==> src/rtl/riscv_mmio_pkg.sv <==
// Shared definitions for the memory-mapped UART transmitter:
// register offsets, STATUS bit layout, FSM state type and a STATUS packer.
package riscv_mmio_pkg;

  localparam logic [3:0] UART_TXDATA = 4'h0;
  localparam logic [3:0] UART_STATUS = 4'h4;

  localparam int STATUS_BUSY_BIT  = 0;
  localparam int STATUS_FULL_BIT  = 1;
  localparam int STATUS_EMPTY_BIT = 2;
  localparam int STATUS_OVF_BIT   = 3;
  localparam int STATUS_COUNT_LSB = 4;

  typedef enum logic [1:0] {
    IDLE  = 2'd0,
    START = 2'd1,
    DATA  = 2'd2,
    STOP  = 2'd3
  } uart_tx_state_t;

  // Builds the STATUS read word; unused bits stay zero.
  function automatic logic [31:0] uart_status_word(
    input logic       busy,
    input logic       full,
    input logic       empty,
    input logic       ovf,
    input logic [3:0] count
  );
    logic [31:0] w;
    w = '0;
    w[STATUS_BUSY_BIT]            = busy;
    w[STATUS_FULL_BIT]            = full;
    w[STATUS_EMPTY_BIT]           = empty;
    w[STATUS_OVF_BIT]             = ovf;
    w[STATUS_COUNT_LSB +: 4]      = count;
    return w;
  endfunction

endpackage

==> src/rtl/sync_fifo.sv <==
// Small synchronous FIFO with a combinational head (dout) and occupancy count.
// Push is refused when full and pop when empty; both may occur on one edge.
module sync_fifo #(
  parameter  int WIDTH = 8,
  parameter  int DEPTH = 4,
  localparam int PTR_W = $clog2(DEPTH),
  localparam int CNT_W = PTR_W + 1
) (
  input  logic             clk,
  input  logic             reset,
  input  logic             push,
  input  logic [WIDTH-1:0] din,
  input  logic             pop,
  output logic [WIDTH-1:0] dout,
  output logic             full,
  output logic             empty,
  output logic [CNT_W-1:0] count
);

  logic [WIDTH-1:0] mem_q [DEPTH];
  logic [WIDTH-1:0] mem_d [DEPTH];
  logic [PTR_W-1:0] wr_ptr_q, wr_ptr_d;
  logic [PTR_W-1:0] rd_ptr_q, rd_ptr_d;
  logic [CNT_W-1:0] count_q, count_d;
  logic             do_push, do_pop;

  assign full    = (count_q == CNT_W'(DEPTH));
  assign empty   = (count_q == '0);
  assign count   = count_q;
  assign dout    = mem_q[rd_ptr_q];
  assign do_push = push & ~full;
  assign do_pop  = pop & ~empty;

  // Next-state for storage, pointers (wrap naturally at DEPTH) and count.
  always_comb begin
    mem_d    = mem_q;
    wr_ptr_d = wr_ptr_q;
    rd_ptr_d = rd_ptr_q;
    count_d  = count_q;
    if (do_push) begin
      mem_d[wr_ptr_q] = din;
      wr_ptr_d        = wr_ptr_q + PTR_W'(1);
    end
    if (do_pop) begin
      rd_ptr_d = rd_ptr_q + PTR_W'(1);
    end
    case ({do_push, do_pop})
      2'b10:   count_d = count_q + CNT_W'(1);
      2'b01:   count_d = count_q - CNT_W'(1);
      default: count_d = count_q;
    endcase
  end

  // FIFO state registers.
  always_ff @(posedge clk or posedge reset) begin
    if (reset) begin
      mem_q    <= '{default: '0};
      wr_ptr_q <= '0;
      rd_ptr_q <= '0;
      count_q  <= '0;
    end else begin
      mem_q    <= mem_d;
      wr_ptr_q <= wr_ptr_d;
      rd_ptr_q <= rd_ptr_d;
      count_q  <= count_d;
    end
  end

endmodule

==> src/rtl/mmio_uart_tx.sv <==
// Memory-mapped 8N1 UART transmitter on the data-memory bus.
// Stores to TXDATA queue bytes; the FSM below drains the queue onto tx.
//
//   state | meaning
//   ------+-------------------------------------------------------------
//   IDLE  | tx high; pops the FIFO head as soon as one is available
//   START | tx low for one bit time
//   DATA  | tx = shift[0] for one bit time per bit, LSB first, 8 bits
//   STOP  | tx high for one bit time, then back to IDLE
//
// tx is registered from the next state, so it changes together with the state.
module mmio_uart_tx
  import riscv_mmio_pkg::*;
#(
  parameter logic [31:0] BASE_ADDR    = 32'h0000_0100,
  parameter int          CLKS_PER_BIT = 16,
  parameter int          FIFO_DEPTH   = 4
) (
  input  logic        clk,
  input  logic        reset,
  input  logic        we,
  input  logic [31:0] a,
  input  logic [31:0] wd,
  output logic [31:0] rd,
  output logic        sel,
  output logic        tx
);

  localparam int                 CNT_W    = $clog2(CLKS_PER_BIT);
  localparam int                 FCNT_W   = $clog2(FIFO_DEPTH) + 1;
  localparam logic [CNT_W-1:0]   CNT_LAST = CNT_W'(CLKS_PER_BIT - 1);

  uart_tx_state_t    state_q, state_d;
  logic [CNT_W-1:0]  cnt_q, cnt_d;
  logic [2:0]        bidx_q, bidx_d;
  logic [7:0]        shift_q, shift_d;
  logic              tx_q, tx_d;
  logic              ovf_q, ovf_d;

  logic [3:0]        offset;
  logic              txdata_hit, status_hit;
  logic              push, pop, ovf_set, ovf_clr;
  logic [7:0]        fifo_dout;
  logic              fifo_full, fifo_empty;
  logic [FCNT_W-1:0] fifo_count;
  logic              busy;
  logic              unused_bits;

  // Word-granular decode: the low two address bits are don't-care.
  assign sel        = (a[31:4] == BASE_ADDR[31:4]);
  assign offset     = {a[3:2], 2'b00};
  assign txdata_hit = sel & (offset == UART_TXDATA);
  assign status_hit = sel & (offset == UART_STATUS);
  assign unused_bits = ^{wd[31:8], a[1:0]};

  // Full is sampled before this edge's pop, so a store while full is always dropped.
  assign push    = we & txdata_hit & ~fifo_full;
  assign ovf_set = we & txdata_hit & fifo_full;
  assign ovf_clr = we & status_hit & wd[STATUS_OVF_BIT];
  assign busy    = (state_q != IDLE);
  assign tx      = tx_q;

  sync_fifo #(
    .WIDTH (8),
    .DEPTH (FIFO_DEPTH)
  ) u_fifo (
    .clk   (clk),
    .reset (reset),
    .push  (push),
    .din   (wd[7:0]),
    .pop   (pop),
    .dout  (fifo_dout),
    .full  (fifo_full),
    .empty (fifo_empty),
    .count (fifo_count)
  );

  // Sticky overflow flag; a set on the same edge beats a clear.
  always_comb begin
    ovf_d = ovf_q;
    if (ovf_clr) ovf_d = 1'b0;
    if (ovf_set) ovf_d = 1'b1;
  end

  // Combinational read mux; zero whenever the block is not addressed.
  always_comb begin
    rd = '0;
    if (status_hit) begin
      rd = uart_status_word(busy, fifo_full, fifo_empty, ovf_q, 4'(fifo_count));
    end
  end

  // Next-state, baud counter, bit index, shift register and line level.
  always_comb begin
    state_d = state_q;
    cnt_d   = cnt_q;
    bidx_d  = bidx_q;
    shift_d = shift_q;
    pop     = 1'b0;
    case (state_q)
      IDLE: begin
        if (!fifo_empty) begin
          pop     = 1'b1;
          shift_d = fifo_dout;
          cnt_d   = '0;
          state_d = START;
        end
      end
      START: begin
        if (cnt_q == CNT_LAST) begin
          cnt_d   = '0;
          bidx_d  = 3'd0;
          state_d = DATA;
        end else begin
          cnt_d = cnt_q + CNT_W'(1);
        end
      end
      DATA: begin
        if (cnt_q == CNT_LAST) begin
          cnt_d   = '0;
          shift_d = {1'b0, shift_q[7:1]};
          if (bidx_q == 3'd7) begin
            state_d = STOP;
          end else begin
            bidx_d = bidx_q + 3'd1;
          end
        end else begin
          cnt_d = cnt_q + CNT_W'(1);
        end
      end
      STOP: begin
        if (cnt_q == CNT_LAST) begin
          cnt_d   = '0;
          state_d = IDLE;
        end else begin
          cnt_d = cnt_q + CNT_W'(1);
        end
      end
      default: begin
        state_d = IDLE;
        cnt_d   = '0;
      end
    endcase

    case (state_d)
      START:   tx_d = 1'b0;
      DATA:    tx_d = shift_d[0];
      default: tx_d = 1'b1;
    endcase
  end

  // Transmitter and flag registers; reset abandons any frame and idles the line.
  always_ff @(posedge clk or posedge reset) begin
    if (reset) begin
      state_q <= IDLE;
      cnt_q   <= '0;
      bidx_q  <= '0;
      shift_q <= '0;
      tx_q    <= 1'b1;
      ovf_q   <= 1'b0;
    end else begin
      state_q <= state_d;
      cnt_q   <= cnt_d;
      bidx_q  <= bidx_d;
      shift_q <= shift_d;
      tx_q    <= tx_d;
      ovf_q   <= ovf_d;
    end
  end

endmodule

==> config.mk <==
export PLATFORM = sky130hd
export DESIGN_NAME = mmio_uart_tx
export DESIGN_NICKNAME = d
export VERILOG_FILES = /design/src/rtl/riscv_mmio_pkg.sv /design/src/rtl/sync_fifo.sv /design/src/rtl/mmio_uart_tx.sv
export SDC_FILE = /design/constraint.sdc
export NUM_CORES = 1
export LEC_CHECK = 0
export BUFFER_PORTS_ARGS = -buffer_cell sky130_fd_sc_hd__buf_2
export CAP_MARGIN = 20
export CORE_MARGIN = 2
export CORE_UTILIZATION = 46
export CTS_CLUSTER_DIAMETER = 120
export DETAILED_ROUTE_END_ITERATION = 10
export PLACE_DENSITY = 0.78
export REMOVE_ABC_BUFFERS = 1
export SKIP_LAST_GASP = 1
export SLEW_MARGIN = 20
export SYNTH_ARGS = -nofsm -noshare
export SYNTH_HDL_FRONTEND = slang
export SYNTH_HIERARCHICAL = 1
export SYNTH_SLANG_ARGS = --single-unit
==> constraint.sdc <==
create_clock -name clk -period 2.12 [get_ports clk]
set_input_delay 0.106 -clock clk [delete_from_list [all_inputs] [get_ports clk]]
set_output_delay 0.106 -clock clk [all_outputs]
set_load 0.05 [all_outputs]
==> results of run 1 <==
## layer usage
layer  GRT usage, %  part of all wire, %  up-vias
li1               -                    -     1047
met1           21.9                   42     1074
met2           31.8                   51       75
met3           4.19                  4.7       16
met4           8.10                  2.0        0
met5              0                    0        -
## power by group
group | internal [mW] | switching [mW]
clock | 0.841 | 0.432
sequential | 1.11 | 0.00129
combinational | 0.0369 | 0.153
## cells in the mapped netlist, drive strengths merged (2+ instances only)
cell    count  area share (%)
ha          8             3.2
and3        2            0.40
o21ai      13             2.1
xnor2       4             1.1
nor4b       2             1.2
o211ai      2            0.48
xor2        3            0.83
mux4        8             5.7
buf        30             6.7
inv        12             1.4
nor3        5            0.95
nand3       3            0.48
nor4        8             3.7
nand2      28             3.3
a21oi       3            0.48
nor2        9             1.4
mux2       33              12
mux2i       3            0.95
and2        6             1.2
a22oi       9             2.1
dfrtp      57              45
## logic make-up after synthesis
group           count (synthesis)  share of synthesized area (%)
fa+ha+maj                       9                           3.81
mux                            44                           18.5
buf+inv                        43                           8.22
simple gates                   70                           14.9
other cells                     1                          0.119
flops                          58                           46.1
xor+xnor                        7                           1.95
compound gates                 32                           6.43
## cell type report
cell class | instances | area [um2] | share of cell area (%)
Sequential cell | 58 | 1450 | 36.9
Multi-Input combinational cell | 187 | 1580 | 40.1
Clock buffer | 11 | 151 | 3.85
Inverter | 12 | 45.0 | 1.14
Tap cell | 80 | 100 | 2.54
Clock inverter | 5 | 100 | 2.54
Timing Repair Buffer | 77 | 508 | 12.9
## worst max-delay path, cell delays in order, from the launching register on
cell and delay [ns]:
dfrtp_1 0.43, nor3b_4 0.29, nor4b_4 0.08, or2b_4 0.23
ha_4 0.13, inv_1 0.05, fa_2 0.33, xor2_1 0.16
nor2_1 0.13, xor2_1 0.15
## registers in the layout, indices dropped and copies added (netlist names)
signal and cells:
bidx_q 3, cnt_q 4, ovf_q 1, shift_q 8, state_q 2, tx 1
u_fifo/count 3, u_fifo/mem_q 32, u_fifo/rd_ptr_q 2, u_fifo/wr_ptr_q 2
## worst min-delay path by stage
stage                from                to  cells past startpoint
finish              wd[2]  u_fifo/mem_q[18]                      2
global route        wd[2]  u_fifo/mem_q[18]                      2
global placement    reset   u_fifo/count[2]                      3
floorplan           reset         bidx_q[0]                      1
detailed placement  reset   u_fifo/count[2]                      3
CTS                 wd[2]  u_fifo/mem_q[18]                      2
## through the flow
stage               setup TNS (ns)  instance area (um2)  setup slack [ns]
detailed placement           -1.67                 3560            -0.341
finish                           0                 3940            0.0558
global placement            -0.405                 3560            -0.216
CTS                       -0.00879                 3890          -0.00879
floorplan                   -0.576                 3030            -0.359
global route               -0.0129                 3940           -0.0129
## what timing repair did
item                       CTS  global route
pin swaps                    3             5
setup endpoints to repair    2            19
resized for setup            1             9
hold endpoints to repair    57             0
setup buffers                9             0
hold buffers                 1             0
==> flow_metrics.py, run 1 <==
metrics = {
    "route": {
        "first_pass_iters": 4,
        "wl_per_cell_um": 15.1,
        "vias": 2212,
        "ant_nets": 0,
        "drc_errors": 0,
        "drt_wl_total_um": 6490,
        "via_per_inst": 5.14,
        "drtIter0Drc": 96,
    },
    "critical_path": {
        "cp.required_ns": 2.38,
        "crit_arrival_ns": 2.32,
        "crit_end": "u_fifo/count[2]",
        "r2r_cells": 9,
        "r2r-end": "u_fifo/count[2]",
        "cp-start-kind": "register",
        "r2r-start": "u_fifo/count[1]",
        "crit_path_start": "u_fifo/count[1]",
        "worstSetupPathType": "register to register",
        "reg2reg_setup_slack_ns": 0.06,
        "critical_path.max_fanout": 4,
        "cp-end-kind": "register",
    },
    "timing": {
        "setup_viol": 0,
        "max_slew_margin_pct": 48.9,
        "period_share_pct": 97.4,
        "rsz0062_at_grt": "true",
        "max_freq_mhz": 484,
        "worstMarginPinSlew_ns": 0.765,
        "final_hold_viol_count": 0,
        "slew_violations": 0,
        "fin_crit_ns": 2.06,
        "holdWs_ns": 0.0515,
        "skew_ns": 0.00863,
    },
    "clock_tree": {
        "cts_tree": "done",
        "cts.sinks": 58,
        "cts_root_buf": "clkbuf_8",
        "clk_pin_slew_worst_paths_ns": 0.07,
        "clk_latency_ns": 0.33,
        "cts_max_level": 3,
        "cts.path.max_buffers": 2,
        "cts_buffers": 9,
    },
    "floorplanning": {
        "die_w_um": 86.8,
        "pin_count": 101,
        "coreArea_um2": 6720,
        "start_util_pct": 46.9,
        "die_area_um2": 7530,
        "rows": 30,
        "die-height_um": 86.8,
    },
    "placed_design": {
        "hpwl_um": 4490,
        "place_congestion": 0.801,
        "io_buffer_count": 49,
        "placed_cells": 404,
    },
    "layout": {
        "fin_nets": 421,
        "final_cell_mix": "dfrtp_1, buf_2, mux2_2",
        "final_util_pct": 58.6,
        "layoutNonFillerInstCount": 430,
        "layout_commonest_cell": "dfrtp_1",
        "num_antenna_cells": 0,
        "drive_gt1_share_pct": 44.9,
        "syn2layout_area_growth_pct": 24.9,
        "fill_cells": 531,
    },
    "synthesis": {
        "async_reset_ff_share_pct": 100,
        "synthCells": 264,
        "synth_edf_count": 0,
        "synth-main-ff-cell": "dfrtp_1",
        "avgSynthCellArea_um2": 11.9,
        "ys_seq_area_share_pct": 46.1,
        "ys_seq_elements": 58,
        "synth_warnings": 6,
        "ys_types": 46,
        "netlist_area_um2": 3150,
    },
    "grt": {
        "gr-total-overflow": 0,
        "grt_pass1_wl_um": 10600,
        "grt_usage_pct": 18.4,
        "antenna_found_initial": 0,
        "grt_start_max_net_pins": 40,
        "grt_pass1_vias": 2275,
    },
    "power_and_ir_drop": {
        "max-vdd-ir-drop_mv": 0.569,
        "p_per_area_nw_per_um2": 654,
        "finalPower_mw": 2.57,
        "p_leak_nw": 1.98,
    },
    "min_path": {
        "min_path_type": "input port to register",
    },
    "flow_run": {
        "max_cap_viol_count": 0,
    },
    "run_status": {
        "run_status": "finished clean",
    },
}
Power figures use the tool's default switching activity.
==> inputs of run 2 (changes only) <==
--- a/config.mk
+++ b/config.mk
@@ -11,7 +11,7 @@
 export CORE_UTILIZATION = 46
 export CTS_CLUSTER_DIAMETER = 120
 export DETAILED_ROUTE_END_ITERATION = 10
-export PLACE_DENSITY = 0.78
+export PLACE_DENSITY = 0.73
 export REMOVE_ABC_BUFFERS = 1
 export SKIP_LAST_GASP = 1
 export SLEW_MARGIN = 20
==> flow_metrics.py, run 2 (synthesis gave the netlist of run 1 again) <==
metrics = {
    "floorplanning": {
        "start_util_pct": 46.9,
        "die_w_um": 86.8,
        "die_area_um2": 7530,
        "coreArea_um2": 6720,
        "rows": 30,
        "pin_count": 101,
        "die-height_um": 86.8,
    },
    "power_and_ir_drop": {
        "p_per_area_nw_per_um2": 630,
        "max-vdd-ir-drop_mv": 0.593,
        "p_leak_nw": 1.94,
        "finalPower_mw": 2.43,
    },
    "route": {
        "drc_errors": 0,
        "wl_per_cell_um": 14.7,
        "ant_nets": 0,
        "vias": 2173,
        "via_per_inst": 5.09,
        "drt_wl_total_um": 6270,
        "first_pass_iters": 5,
        "drtIter0Drc": 97,
    },
    "min_path": {
        "hold_depth": 2,
        "hold_end": "u_fifo/mem_q[17]",
        "min_path_type": "input port to register",
        "hp-start": "wd[1]",
    },
    "critical_path": {
        "cp.required_ns": 2.37,
        "r2r_cells": 7,
        "cp-end-kind": "register",
        "critical_path.max_fanout": 3,
        "crit_arrival_ns": 2.31,
        "cp-start-kind": "register",
        "worstSetupPathType": "register to register",
        "r2r-end": "u_fifo/count[1]",
        "r2r-start": "u_fifo/count[2]",
        "reg2reg_setup_slack_ns": 0.06,
    },
    "clock_tree": {
        "cts_tree": "done",
        "cts_max_level": 3,
        "cts.path.max_buffers": 2,
        "cts.sinks": 58,
        "clk_pin_slew_worst_paths_ns": 0.07,
        "cts_buffers": 9,
        "clk_latency_ns": 0.34,
        "cts_root_buf": "clkbuf_8",
    },
    "layout": {
        "fin_nets": 418,
        "largest-register": "u_fifo/mem_q",
        "drive_gt1_share_pct": 43.8,
        "reg_top3": "u_fifo/mem_q (32), shift_q (8), cnt_q (4)",
        "syn2layout_area_growth_pct": 22.7,
        "final_cell_mix": "dfrtp_1, buf_2, mux2_2",
        "largest_reg_flops": 32,
        "layout_commonest_cell": "dfrtp_1",
        "num_antenna_cells": 0,
    },
    "timing": {
        "period_share_pct": 97.2,
        "tns_ns": 0,
        "max_slew_margin_pct": 51.4,
        "setup_viol": 0,
        "slew_violations": 0,
        "max_freq_mhz": 485,
        "worstMarginPinSlew_ns": 0.728,
        "final_hold_viol_count": 0,
        "skew_ns": 0.00818,
        "fin_crit_ns": 2.06,
        "setup_ws_ns": 0.0584,
    },
    "grt": {
        "gr-total-overflow": 0,
        "grt_usage_pct": 17.7,
        "grt_start_max_net_pins": 40,
        "grt_pass1_wl_um": 9990,
        "grt_pass1_vias": 2134,
        "antenna_found_initial": 0,
    },
    "placed_design": {
        "place_congestion": 0.745,
        "pre_cts_ws_ns": -0.285,
        "io_buffer_count": 49,
        "hpwl_um": 4330,
    },
    "run_status": {
        "run_status": "finished clean",
    },
    "flow_run": {
        "max_cap_viol_count": 0,
    },
}
## run 2: metrics by stage
stage | std cells | cell area (um2) | utilization (%) | hold slack, ns
after detailed placement | 405 | 3560 | 53.1 | 0.261
final | 427 | 3870 | 57.5 | 0.0415
after CTS | 424 | 3820 | 56.8 | 0.0297
after global placement | 405 | 3560 | 53.1 | 0.263
after floorplan | 257 | 3030 | - | 0.0564
after global routing | 427 | 3870 | 57.5 | 0.0307
## run 2: where the power goes
part / leakage, nW / total (mW) / internal (mW) / switching [mW]
Sequential: 0.782 / 1.11 / 1.11 / 0.00131
Clock: 0.110 / 1.14 / 0.671 / 0.466
Combinational: 1.05 / 0.188 / 0.0369 / 0.151
Total: 1.94 / 2.43 / 1.82 / 0.619
## run 2: worst max path at each step
stage | depth (start not counted) | from | endpoint
final | 7 | u_fifo/count[2] | u_fifo/count[1]
after global routing | 9 | u_fifo/count[2] | u_fifo/count[2]
after floorplan | 8 | state_q[1] | u_fifo/count[2]
after CTS | 9 | u_fifo/count[2] | u_fifo/count[2]
after detailed placement | 12 | a[14] | u_fifo/count[2]
after global placement | 12 | a[6] | u_fifo/count[2]
## run 2: critical path: stages, from the launching register on
cell and delay (ns):
dfrtp_1 0.40, nor3b_2 0.17, nor4b_2 0.30, or2b_4 0.33, ha_4 0.16, inv_1 0.06
fa_2 0.42, mux2i_1 0.14
## run 2: per-layer routing
metal / share of wire [%] / GRT usage, % / wire length [um] / vias up
li1: - / - / - / 1042
met1: 42 / 21.7 / 2630 / 1063
met2: 52 / 30.8 / 3260 / 64
met3: 5.5 / 5.62 / 345 / 4
met4: 0.53 / 3.84 / 33 / 0
met5: 0 / 0 / 0 / -
## run 2: cell type report
cell class	instances	area, um2
multi-input combinational	187	1560
clock buffer	9	124
inverter	12	45.0
timing repair buffer	74	485
clock inverter	7	103
fill	566	2850
tap	80	100
sequential	58	1450
## run 2: timing repair
action | in CTS | in global routing
resized for setup | 0 | 6
hold buffers | 1 | 0
setup buffers | 2 | 3
pin swaps | 1 | 1
setup endpoints to repair | 2 | 2
endpoints found under the hold margin | 57 | 0
==> inputs of run 3 (changes only) <==
--- a/config.mk
+++ b/config.mk
@@ -8,11 +8,13 @@
 export BUFFER_PORTS_ARGS = -buffer_cell sky130_fd_sc_hd__buf_2
 export CAP_MARGIN = 20
 export CORE_MARGIN = 2
-export CORE_UTILIZATION = 46
+export CORE_UTILIZATION = 48
+export CTS_BUF_LIST = sky130_fd_sc_hd__clkbuf_8
 export CTS_CLUSTER_DIAMETER = 120
 export DETAILED_ROUTE_END_ITERATION = 10
-export PLACE_DENSITY = 0.73
+export PLACE_DENSITY = 0.76
 export REMOVE_ABC_BUFFERS = 1
+export SKIP_CTS_REPAIR_TIMING = 1
 export SKIP_LAST_GASP = 1
 export SLEW_MARGIN = 20
 export SYNTH_ARGS = -nofsm -noshare
==> flow_metrics.py, run 3 (synthesis gave the netlist of run 1 again) <==
metrics = {
    "critical_path": {
        "crit_arrival_ns": 2.29,
        "worstSetupPathType": "register to register",
        "r2r_cells": 9,
        "critical_path.max_fanout": 4,
        "cp-end-kind": "register",
        "cp-start-kind": "register",
        "cp.required_ns": 2.34,
    },
    "placed_design": {
        "dpl_cell_area_um2": 3540,
        "hpwl_um": 4510,
        "io_buffer_count": 49,
        "place_congestion": 0.757,
    },
    "timing": {
        "max_freq_mhz": 482,
        "period_share_pct": 97.9,
        "final_hold_viol_count": 0,
        "skew_ns": 0.00585,
        "setup_viol": 0,
        "fin_crit_ns": 2.08,
        "worstMarginPinSlew_ns": 0.729,
        "slew_violations": 0,
        "tns_ns": 0,
        "max_slew_margin_pct": 51.3,
        "rsz0062_at_grt": "true",
    },
    "layout": {
        "final_util_pct": 59.6,
        "final_cell_mix": "dfrtp_1, buf_2, mux2_2",
        "stdcell_area_um2": 3780,
        "largest_reg_flops": 32,
        "reg_top3": "u_fifo/mem_q (32), shift_q (8), cnt_q (4)",
        "syn2layout_area_growth_pct": 20.1,
        "drive_gt1_share_pct": 44.1,
        "fin_nets": 417,
        "largest-register": "u_fifo/mem_q",
        "layout_commonest_cell": "dfrtp_1",
        "num_antenna_cells": 0,
        "fill_cells": 517,
    },
    "flow_run": {
        "max_cap_viol_count": 0,
    },
    "run_status": {
        "run_status": "finished clean",
    },
    "floorplanning": {
        "die_w_um": 85.0,
        "start_util_pct": 49.6,
        "die_area_um2": 7230,
        "rows": 29,
        "coreArea_um2": 6350,
        "pin_count": 101,
        "die-height_um": 85.0,
    },
    "power_and_ir_drop": {
        "p_per_area_nw_per_um2": 566,
        "p_leak_nw": 1.90,
        "finalPower_mw": 2.14,
        "max-vdd-ir-drop_mv": 0.479,
    },
    "clock_tree": {
        "cts_max_level": 3,
        "cts_tree": "done",
        "cts.sinks": 58,
        "cts_buffers": 9,
        "cts_root_buf": "clkbuf_8",
        "clk_latency_ns": 0.34,
        "clk_pin_slew_worst_paths_ns": 0.07,
        "cts.path.max_buffers": 2,
    },
    "grt": {
        "grt_pass1_vias": 2193,
        "grt_start_max_net_pins": 40,
        "grt_usage_pct": 18.0,
        "antenna_found_initial": 0,
        "grt_pass1_wl_um": 10200,
        "gr-total-overflow": 0,
    },
    "min_path": {
        "min_path_type": "input port to register",
        "hold_depth": 2,
    },
    "route": {
        "dr_wl_met3_um": 354,
        "vias": 2219,
        "first_pass_iters": 4,
        "drt_wl_total_um": 6110,
        "drtIter0Drc": 95,
        "via_per_inst": 5.26,
        "ant_nets": 0,
        "wl_per_cell_um": 14.5,
        "top_layer": "met4",
        "drc_errors": 0,
        "met2_length_um": 3130,
        "m1WireLength_um": 2550,
    },
}
## run 3: cell count changes in the layout (fill, tap and decap cells not counted), sizes merged
cell / delta
clkinvlp: +2
buf: -1
clkinv: -1
bufinv: -2
## run 3: per-layer routing
metal	vias to the layer above	GRT usage (%)
met4	0	5.48
met3	10	5.35
met1	1096	22.9
met2	77	29.8
met5	-	0
li1	1036	-
## run 3: where the power goes
| group | internal (mW) | switching (mW) | total, mW |
|---|---|---|---|
| Combinational | 0.0371 | 0.151 | 0.188 |
| Clock | 0.407 | 0.436 | 0.843 |
| Sequential | 1.11 | 0.00138 | 1.11 |
## run 3: through the flow
stage          setup WS, ns  hold slack (ns)  std cells
2_1_floorplan        -0.359           0.0564        257
3_3_place_gp         -0.235            0.260        403
3_5_place_dp         -0.351            0.269        403
4_1_cts             -0.0538          -0.0985        418
5_1_grt             -0.0156           0.0359        422
6_report             0.0447           0.0396        422
## run 3: final timing paths
| check | startpoint | slack, ns | endpoint |
|---|---|---|---|
| min in group asynchronous | reset | 0.44 | u_fifo/mem_q[11] |
| max in group asynchronous | reset | 1.21 | bidx_q[0] |
| worst max-delay path | u_fifo/count[2] | 0.04 | u_fifo/count[2] |
| worst min register to register | shift_q[5] | 0.48 | shift_q[5] |
| worst min-delay path | wd[6] | 0.04 | u_fifo/mem_q[6] |
| worst max register to register | u_fifo/count[2] | 0.04 | u_fifo/count[2] |
## run 3: cell type report
class / instances / area (um2) / area share, %
well taps: 77 / 96.3 / 2.55
clock inverters: 6 / 36.3 / 0.959
multi-input cells: 187 / 1570 / 41.5
repair buffers: 73 / 457 / 12.1
flip-flops and latches: 58 / 1460 / 38.4
clock buffers: 9 / 124 / 3.27
inverters: 12 / 45.0 / 1.19
## run 3: critical path, stage by stage (launching register included)
cell	delay (ns)
dfrtp_1	0.41
nor3b_4	0.18
nor4b_4	0.28
or2b_4	0.32
ha_4	0.17
inv_2	0.05
fa_2	0.18
xor2_1	0.15
nor2_1	0.07
xor2_1	0.16
